File: src/rtl/motor_sequencer.sv
// motor_sequencer: two-channel H-bridge PWM sequencer driven by steering codes, with reversal dwell and halt.
// Optional feature macro SOFT_START_EN: applied duty ramps towards target by RAMP_STEP per PWM period.
module motor_sequencer #(
    parameter int PWM_PERIOD   = 1000,
    parameter int DUTY_FULL    = 900,
    parameter int DUTY_VEER    = 600,
    parameter int DUTY_HARD    = 300,
    parameter int DWELL_CYCLES = 5_000_000,
    parameter int RAMP_STEP    = 50
) (
    input  logic       clk,
    input  logic       rst,
    input  logic [3:0] dir_code,
    input  logic       dir_req,
    input  logic       run_en,
    output logic       direction,
    output logic       pwm_l,
    output logic       pwm_r,
    output logic       mdir_l,
    output logic       mdir_r,
    output logic [1:0] state
);

    typedef enum logic [1:0] {
        IDLE  = 2'b00,
        DRIVE = 2'b01,
        DWELL = 2'b10,
        HALT  = 2'b11
    } state_t;

    localparam logic [3:0] CODE_PROCEED  = 4'b0000;
    localparam logic [3:0] CODE_VEER_R   = 4'b1001;
    localparam logic [3:0] CODE_HARD_R   = 4'b1010;
    localparam logic [3:0] CODE_NINETY_R = 4'b1011;
    localparam logic [3:0] CODE_VEER_L   = 4'b0101;
    localparam logic [3:0] CODE_HARD_L   = 4'b0110;
    localparam logic [3:0] CODE_NINETY_L = 4'b0111;
    localparam logic [3:0] CODE_STOP     = 4'b1111;

    localparam logic [15:0] PWM_LAST = 16'(PWM_PERIOD - 1);
    localparam logic [15:0] FULL     = 16'(DUTY_FULL);
    localparam logic [15:0] VEER     = (DUTY_VEER > DUTY_FULL) ? FULL : 16'(DUTY_VEER);
    localparam logic [15:0] HARD     = (DUTY_HARD > DUTY_FULL) ? FULL : 16'(DUTY_HARD);

`ifdef SOFT_START_EN
    localparam bit SOFT_START = 1'b1;
`else
    localparam bit SOFT_START = 1'b0;
`endif
    // With soft start off the step is effectively unbounded, so applied duty lands on target at once.
    localparam logic [15:0] RAMP = SOFT_START ? 16'(RAMP_STEP) : 16'hFFFF;
    localparam int DW = (DWELL_CYCLES > 1) ? $clog2(DWELL_CYCLES) : 1;

    state_t        state_q;
    state_t        state_d;
    logic [DW-1:0] dwell_cnt;
    logic          dwell_done;
    logic          force_off;
    logic          boundary;
    logic          code_go;
    logic [15:0]   pwm_cnt;
    logic [15:0]   duty_l;
    logic [15:0]   duty_r;
    logic [15:0]   next_l;
    logic [15:0]   next_r;
    logic [15:0]   fwd_l;
    logic [15:0]   fwd_r;
    logic [15:0]   tgt_l;
    logic [15:0]   tgt_r;
    logic          fwd_ml;
    logic          fwd_mr;
    logic          tgt_ml;
    logic          tgt_mr;

    // Rising duties climb by at most RAMP; falling duties snap to target. Never exceeds target.
    function automatic logic [15:0] ramp(input logic [15:0] cur, input logic [15:0] tgt);
        logic [15:0] gap;
        gap = tgt - cur;
        if (cur >= tgt)
            return tgt;
        return (gap < RAMP) ? tgt : cur + RAMP;
    endfunction

    assign boundary = (pwm_cnt == PWM_LAST);
    assign state    = state_q;
    assign next_l   = ramp(duty_l, tgt_l);
    assign next_r   = ramp(duty_r, tgt_r);

    always_comb begin
        fwd_l   = '0;
        fwd_r   = '0;
        fwd_ml  = 1'b1;
        fwd_mr  = 1'b1;
        code_go = 1'b1;
        case (dir_code)
            CODE_PROCEED:  begin fwd_l = FULL; fwd_r = FULL; end
            CODE_VEER_R:   begin fwd_l = FULL; fwd_r = VEER; end
            CODE_HARD_R:   begin fwd_l = FULL; fwd_r = HARD; end
            CODE_NINETY_R: begin fwd_l = FULL; fwd_r = FULL; fwd_mr = 1'b0; end
            CODE_VEER_L:   begin fwd_l = VEER; fwd_r = FULL; end
            CODE_HARD_L:   begin fwd_l = HARD; fwd_r = FULL; end
            CODE_NINETY_L: begin fwd_l = FULL; fwd_r = FULL; fwd_ml = 1'b0; end
            CODE_STOP:     code_go = 1'b0;
            default:       code_go = 1'b0;
        endcase
    end

    // Travelling backwards the robot's left is the drive table's right, and both wheels flip polarity.
    always_comb begin
        tgt_l  = '0;
        tgt_r  = '0;
        tgt_ml = direction;
        tgt_mr = direction;
        if (state_q == DRIVE && code_go) begin
            if (direction) begin
                tgt_l  = fwd_l;
                tgt_r  = fwd_r;
                tgt_ml = fwd_ml;
                tgt_mr = fwd_mr;
            end else begin
                tgt_l  = fwd_r;
                tgt_r  = fwd_l;
                tgt_ml = ~fwd_ml;
                tgt_mr = ~fwd_mr;
            end
        end
    end

    always_comb begin
        state_d    = state_q;
        dwell_done = 1'b0;
        if (!run_en) begin
            state_d = IDLE;
        end else begin
            case (state_q)
                IDLE:  state_d = DRIVE;
                DRIVE: begin
                    if (dir_req != direction)
                        state_d = DWELL;
                    else if (!code_go)
                        state_d = HALT;
                end
                DWELL: begin
                    if (dwell_cnt == DW'(DWELL_CYCLES - 1)) begin
                        state_d    = DRIVE;
                        dwell_done = 1'b1;
                    end
                end
                HALT:  if (code_go) state_d = DRIVE;
                default: state_d = IDLE;
            endcase
        end
    end

    // Entering or staying in DWELL, or losing run_en, kills drive without waiting for a boundary.
    assign force_off = (state_d == DWELL) || !run_en;

    always_ff @(posedge clk) begin
        if (rst) begin
            state_q   <= IDLE;
            direction <= 1'b1;
            dwell_cnt <= '0;
        end else begin
            state_q <= state_d;
            if (dwell_done)
                direction <= dir_req;
            if (state_q == DWELL && state_d == DWELL)
                dwell_cnt <= dwell_cnt + DW'(1);
            else
                dwell_cnt <= '0;
        end
    end

    always_ff @(posedge clk) begin
        if (rst) begin
            pwm_cnt <= '0;
            duty_l  <= '0;
            duty_r  <= '0;
            pwm_l   <= 1'b0;
            pwm_r   <= 1'b0;
            mdir_l  <= 1'b1;
            mdir_r  <= 1'b1;
        end else begin
            pwm_cnt <= boundary ? 16'd0 : pwm_cnt + 16'd1;
            if (force_off) begin
                duty_l <= '0;
                duty_r <= '0;
            end else if (boundary) begin
                duty_l <= next_l;
                duty_r <= next_r;
            end
            if (boundary) begin
                mdir_l <= tgt_ml;
                mdir_r <= tgt_mr;
            end
            pwm_l <= !force_off && (pwm_cnt < duty_l);
            pwm_r <= !force_off && (pwm_cnt < duty_r);
        end
    end

endmodule

File: config.mk
export PLATFORM = sky130hd
export DESIGN_NAME = motor_sequencer
export DESIGN_NICKNAME = d
export VERILOG_FILES = /design/src/rtl/motor_sequencer.sv
export SDC_FILE = /design/constraint.sdc
export NUM_CORES = 1
export LEC_CHECK = 0
export BUFFER_PORTS_ARGS = -buffer_cell sky130_fd_sc_hd__buf_4
export CAP_MARGIN = 20
export CORE_MARGIN = 1.5
export CORE_UTILIZATION = 40
export DETAILED_ROUTE_END_ITERATION = 7
export GPL_TIMING_DRIVEN = 0
export PLACE_DENSITY = 0.68
export SYNTH_ARGS = -nofsm -noshare
export SYNTH_HDL_FRONTEND = slang
export SYNTH_SLANG_ARGS = --single-unit
File: constraint.sdc
create_clock -name clk -period 1.76 [get_ports clk]
set_input_delay 0.176 -clock clk [delete_from_list [all_inputs] [get_ports clk]]
set_output_delay 0.176 -clock clk [all_outputs]
set_load 0.005 [all_outputs]
======== Word-level counts from Yosys, hierarchy flattened ========
Index checks and enable logic that the tools add are counted.
word-level totals
  bits in registers ....................... 78
  input bits .............................. 8
  output and inout port bits .............. 7
  logic and storage cells ................. 81
operators by class
  add/subtract/negate cells ............... 6
  magnitude comparators ................... 6
  eq/ne operators ......................... 13
  mux-type cells .......................... 30
  bitwise operators ....................... 1
  reduce and logical (&&, ||, !) cells .... 15
operators by type and width
  operator                                         count
  2-to-1 mux 16 bit                                10
  case mux 10 bit (3 select lines)                 2
  adder 16 bit, second input constant              2
  greater-or-equal comparator 16 bit               2
  < comparator 16 bit                              2
  < comparator 16 bit, second input constant       2
  subtractor 16 bit                                2
  adder 23 x 1 -> 23 bit, second input constant    1
  == test 23 bit, second input constant            1
  adder 16 x 1 -> 16 bit, second input constant    1
  == test 16 x 10 -> 1 bit, second input constant  1
  == test 4 x 3 -> 1 bit, second input constant    3
  == test 4 bit, second input constant             3
  2-to-1 mux 1 bit                                 12
  2-to-1 mux 2 bit                                 5
  OR reduction 5 bit                               2
  case mux 2 bit (4 select lines)                  1
  OR reduction 7 bit                               1
  == test 2 bit, second input constant             3
  OR reduction 2 bit                               3
  logical AND 1 bit                                4
  logical NOT 4 bit                                1
  == test 2 x 1 -> 1 bit, second input constant    1
  logical NOT 1 bit                                2
  other kinds (4)                                  4

======== Logic depth before layout (Yosys ltp) ========
  word-level depth ........................ 11
  gate-level depth with buffers ........... 7

======== Least setup slack after synthesis ========
Ideal clock, no wire load.
  path kind ............................... register to register
  start point ............................. reg dwell_cnt[0]
  end point ............................... reg duty_l[0]
  setup time .............................. 0.130 ns
  arrival time ............................ 1.659 ns
  setup slack ............................. -0.029 ns
  cell stages (with the launch flop) ...... 7
  buffers on the path ..................... 1
  period minus slack after synthesis ...... 1.789 ns
  path through ............................ dfxtp_1 -> ha_1 -> nand2_1 -> and4bb_2 -> o211ai_1 -> clkbuf_1 -> nor3_1
on the way
  word-level cells in the longest chain between the ends .. 7
ends and longest elaborated chain
  item                                 line  RTL
  start: declaration                   56    logic [DW-1:0] dwell_cnt;
  start signal: assignment             168   dwell_cnt <= dwell_cnt + DW'(1);
  == test 23 bit                       144   if (dwell_cnt == DW'(DWELL_CYCLES - 1)) begin
  2-to-1 mux 2 bit                     144
  case mux 2 bit (4 select lines)      135   case (state_q)
  2-to-1 mux 2 bit                     132   if (!run_en) begin
  == test 2 bit                        156   assign force_off = (state_d == DWELL) || !run_en;
  logical OR 1 bit                     156
  OR reduction 2 bit (no source line)  -
  end signal: assignment               189   duty_l <= next_l;
  end: declaration                     62    logic [15:0] duty_l;
No other way between the ends.
A chain may end at the register's enable or synchronous reset.

======== Final worst setup path ========
  start point ............................. reg pwm_cnt[3]
  end point ............................... reg mdir_l
on the way
  word-level cells in the longest chain between the ends .. 1
ends and longest elaborated chain
  item                      line  RTL
  start: declaration        61    logic [15:0] pwm_cnt;
  start signal: assignment  184   pwm_cnt <= boundary ? 16'd0 : pwm_cnt + 16'd1;
  == test 16 x 10 -> 1 bit  84    assign boundary = (pwm_cnt == PWM_LAST);
  end signal: assignment    193   mdir_l <= tgt_ml;
  end: declaration          19    output logic mdir_l,
No other way between the ends.

==> results.md <==
- The leakage power of the design is 0.001779 uW.
- The top-level I/O count is 15.
- The number of flops mapped to enable cells by yosys is 0.
- The critical path required time is 2010 ps.
- At the end of routability-driven placement, the weighted congestion stood at 0.8295.
- Setup repair after global routing left no endpoint under its margin.
- After synthesis, the cell types taking the most area are sky130_fd_sc_hd__dfxtp_1 39%, sky130_fd_sc_hd__ha_1 10%, sky130_fd_sc_hd__nor2_1 5.1%, sky130_fd_sc_hd__xor2_1 5.1%, sky130_fd_sc_hd__nand2_1 4.5%.
- After floorplanning, the core was divided into 36 placement rows.
- The final max-slew violation count is 0.
- The detailed-route via count is 3,329.
- At the pin with the least slew margin, the transition time is 506.2 ps.
- The number of DRC violations after detailed routing is 0.
- The TritonCTS clock tree is built.
- The hold violation count in the final report is 0.
- By area, the combinational part of the netlist is dominated by simple AND/OR/NAND/NOR gates.
- The die footprint is 0.01053 mm2.
- The total clock sinks is 78.
- The total number of H-tree levels is 3.
- The count of nets left with antenna violations after detail routing is 0.
- The net count of the finished layout is 548.
- The final cell area excluding filler cells is 0.004906 mm2.
- The initial antenna violation count is 0.
- The total of warnings raised by yosys is 0.
- The adder-cell share of the synthesized area is 0.1009.
- Of the total synthesized cell area, the portion taken by XOR and XNOR cells is 0.08575.
- The height of the die is 102.6 um.
- The most used flip-flop cell after synthesis is sky130_fd_sc_hd__dfxtp_1.
- The final critical-path setup slack is 61.75 ps.
- The maximum cell stage delay along the critical path is 400 ps.
- The cell type contributing the most total cell area after synthesis is sky130_fd_sc_hd__dfxtp_1.
- The complex-gate fraction of the synthesized area was 0.1034.
- The category of the most critical setup path is register to register.
- After synthesis, the share of cell area in mux cells is 0.002522.
- The worst-case IR drop observed on VDD is 0.0004402 V.
- Based on the critical path, the design can be clocked at up to 0.5888 GHz.
- The final-layout worst hold slack is 37.55 ps.
- The number of nets handed over by synthesis was 508.
- Along the worst path, the maximum fanout reaches 10.
- The wire length per cell after detailed routing is 13.88 um.
- Prior to clock tree synthesis, the placed netlist has a worst setup slack of -621.7 ps.
- The insertion delay to the later sink of the worst-skew pair is 350 ps.
- In this run, CTS created clock tree buffers numbering 9.
- The via density per instance is 5.153.
- The critical path's slowest cell is sky130_fd_sc_hd__or3_4.
- The global-route wire length before repair is 14.30 mm.
- The worst hold path class is primary input to register.
- Of the total power, combinational logic draws 0.060.
- Compared with the post-synthesis result, the final layout area differs by 23.61%.
- The number of global-route vias before repair is 3,086.
- Adding up every negative setup slack in the final design gives 0 ps.
- The total power per unit cell area is 746.3 mW/mm2.
- Counting flops and latches in the post-synthesis netlist gives 78.
- The first routing iteration left 92 violations.
- Across the run, the number of max-cap violations was 0.
- The total wirelength of the detailed-routed design is 8.966 mm.
- The clock root buffer is sky130_fd_sc_hd__clkbuf_8.
- Traced cell by cell, the critical path runs through nor4_4 -> nand2_1 -> or3_4 -> buf_6 -> a211o_1.
- The worst path arrival time is 1940 ps.
- In this run the standard cell core region covers 0.009684 mm2.
- The type of element capturing the critical path is a register.
- Headroom to the max-slew limit came out at 0.6625.
- The number of antenna repair diodes is 0.
- The average instance in the mapped netlist occupies 8.480 um2.
- In the synthesized netlist the async set-or-reset flop fraction comes to 0.
- The flow ran to the end, and the final reports show no timing, DRC or antenna violations.
- Of the total power, the clock network draws 0.452.
- The clock period minus final worst setup slack is 1698 ps.
- The clock input transition at the sequential cells of the worst setup and hold paths is 80 ps.
- Synthesis produced 468 cells.
- Summing all placed instances gives a cell area of 0.004233 mm2.
- The global-route total usage across every layer is 0.1761.
- The final-report setup violation count is 0.
- The design internal power is 2884 uW.
- The launching element type of the critical path is a register.
- The synthesized area is 0.003969 mm2.
- Summed over all nets, the switching power comes to 776.8 uW.
- The maximum buffer depth of the clock tree is 2.
- Entering global routing, the biggest net connects 13 pins.
- For this run, the register share of the synthesized area comes to 0.3934.
- The count of buffers inserted at the top-level ports is 13.
- The fraction of synthesized cell area taken by the top area cell type is 0.3934.
- The remaining global-route overflow is 0.
- Measured along the x axis, the die boundary spans 102.6 um.
- Summed over all nets, the half-perimeter wirelength after detailed placement is 6.277 mm.
- The initial utilization of the core area, before any placement, comes to 0.4098.
- The area fraction in and, or, nand and nor cells after synthesis is 0.2598.
- The first detailed-routing pass ran for 4 iterations.
- In the final layout, the share of cells above drive strength 1 is 0.2242.
- Of the total power, registers draw 0.488.
- The distinct cell type count after synthesis is 48.
- Between clock sinks in the finished design, the worst skew comes to 9.925 ps.
- The switching fraction of total power is 0.2122.
- Dividing the final minimum period by the clock period gives 0.9649.
power groups by stage:
| stage | clock network, uW | registers, uW | logic [uW] |
|---|---|---|---|
| 4_1_cts | 1690 | 1790 | 206 |
| 3_5_place_dp | 0 | 1830 | 185 |
| 2_1_floorplan | 0 | 1830 | 125 |
| 6_report | 1660 | 1790 | 219 |
| 3_3_place_gp | 0 | 1830 | 180 |
| 5_1_grt | 1760 | 1790 | 241 |
area by class of cell:
class                      instances  area (um2)
timing repair buffer              30       225.2
inverter                          40       150.1
tap                              133       166.4
clock inverter                     3       90.09
buffer                            13       108.9
clock buffer                      13       158.9
fill                             892        4778
sequential                        78        1595
multi-input combinational        336        2411
worst max-delay path: cells and delay by family, from the launching register on:
kind / cells / cell delay, ps
AOI/OAI and AO/OA: 1 / 280
buffers and inverters: 1 / 150
and+or+nand+nor: 3 / 770
DFF: 1 / 380
per-layer routing:
metal | track usage | wire, um | vias up
met5 | 0 | 0 | -
met4 | 0.08114 | 172 | 0
met3 | 0.03458 | 301 | 17
met2 | 0.3001 | 4468 | 50
met1 | 0.2147 | 4023 | 1568
li1 | - | - | 1694
through the flow:
step	power (uW)	utilization	cells
detailed placement	2015	0.4371	614
global placement	2009	0.4371	614
global route	3788	0.5066	646
floorplan	1950	-	468
finish	3661	0.5066	646
CTS	3680	0.4868	643
cell families (layout without fill, tap and decap cells):
group           after synthesis  in the layout
compound gates               64             64
xor+xnor                     38             38
fa+ha+maj                    32             32
buf+inv                      54             99
flops                        78             78
mux                           1              1
simple gates                201            201
synthesized netlist by cell type (all sizes together), types with 2 or more instances:
cell type,instances
a2111o,2
a211o,2
a211oi,7
a21o,5
a21oi,26
a221o,2
and2,3
and3,8
and3b,2
and4,2
buf,5
clkbuf,9
dfxtp,78
ha,32
inv,40
nand2,48
nand2b,7
nand3,17
nand4,12
nor2,54
nor2b,2
nor3,22
nor3b,2
nor4,15
nor4bb,2
o2111a,2
o21ai,13
xnor2,14
xor2,24
cells in the final DEF, fill, tap and decap left out, drive strengths merged, types with 17 or more instances in the layout:
cell type	count
dfxtp	78
inv	40
nand2	48
nor3	22
buf	39
xor2	24
nor2	54
ha	32
clkbuf	17
nand3	17
a21oi	26
sequential cells by signal, indices dropped and copies added (netlist names):
register,count
state,2
duty_l,16
dwell_cnt,23
pwm_l,1
pwm_cnt,16
mdir_l,1
direction,1
duty_r,16
pwm_r,1
mdir_r,1
worst paths after layout:
kind                                endpoint         start  slack [ps]  cells after the start
worst max register to register        mdir_l    pwm_cnt[3]          60                      5
worst min register to register  dwell_cnt[0]  dwell_cnt[0]         430                      1
worst min-delay path              pwm_cnt[2]           rst          40                      2
worst max-delay path                  mdir_l    pwm_cnt[3]          60                      5
what timing repair did:
item / in CTS / in global routing
pin swaps: 9 / 5
cloned: 0 / 0
hold endpoints to repair: 0 / 0
setup endpoints to repair: 67 / 64
buffers inserted: 14 / 4
hold buffers: 0 / 0
resized for setup: 43 / 49
Note: power is estimated with default switching activity, not from simulation.
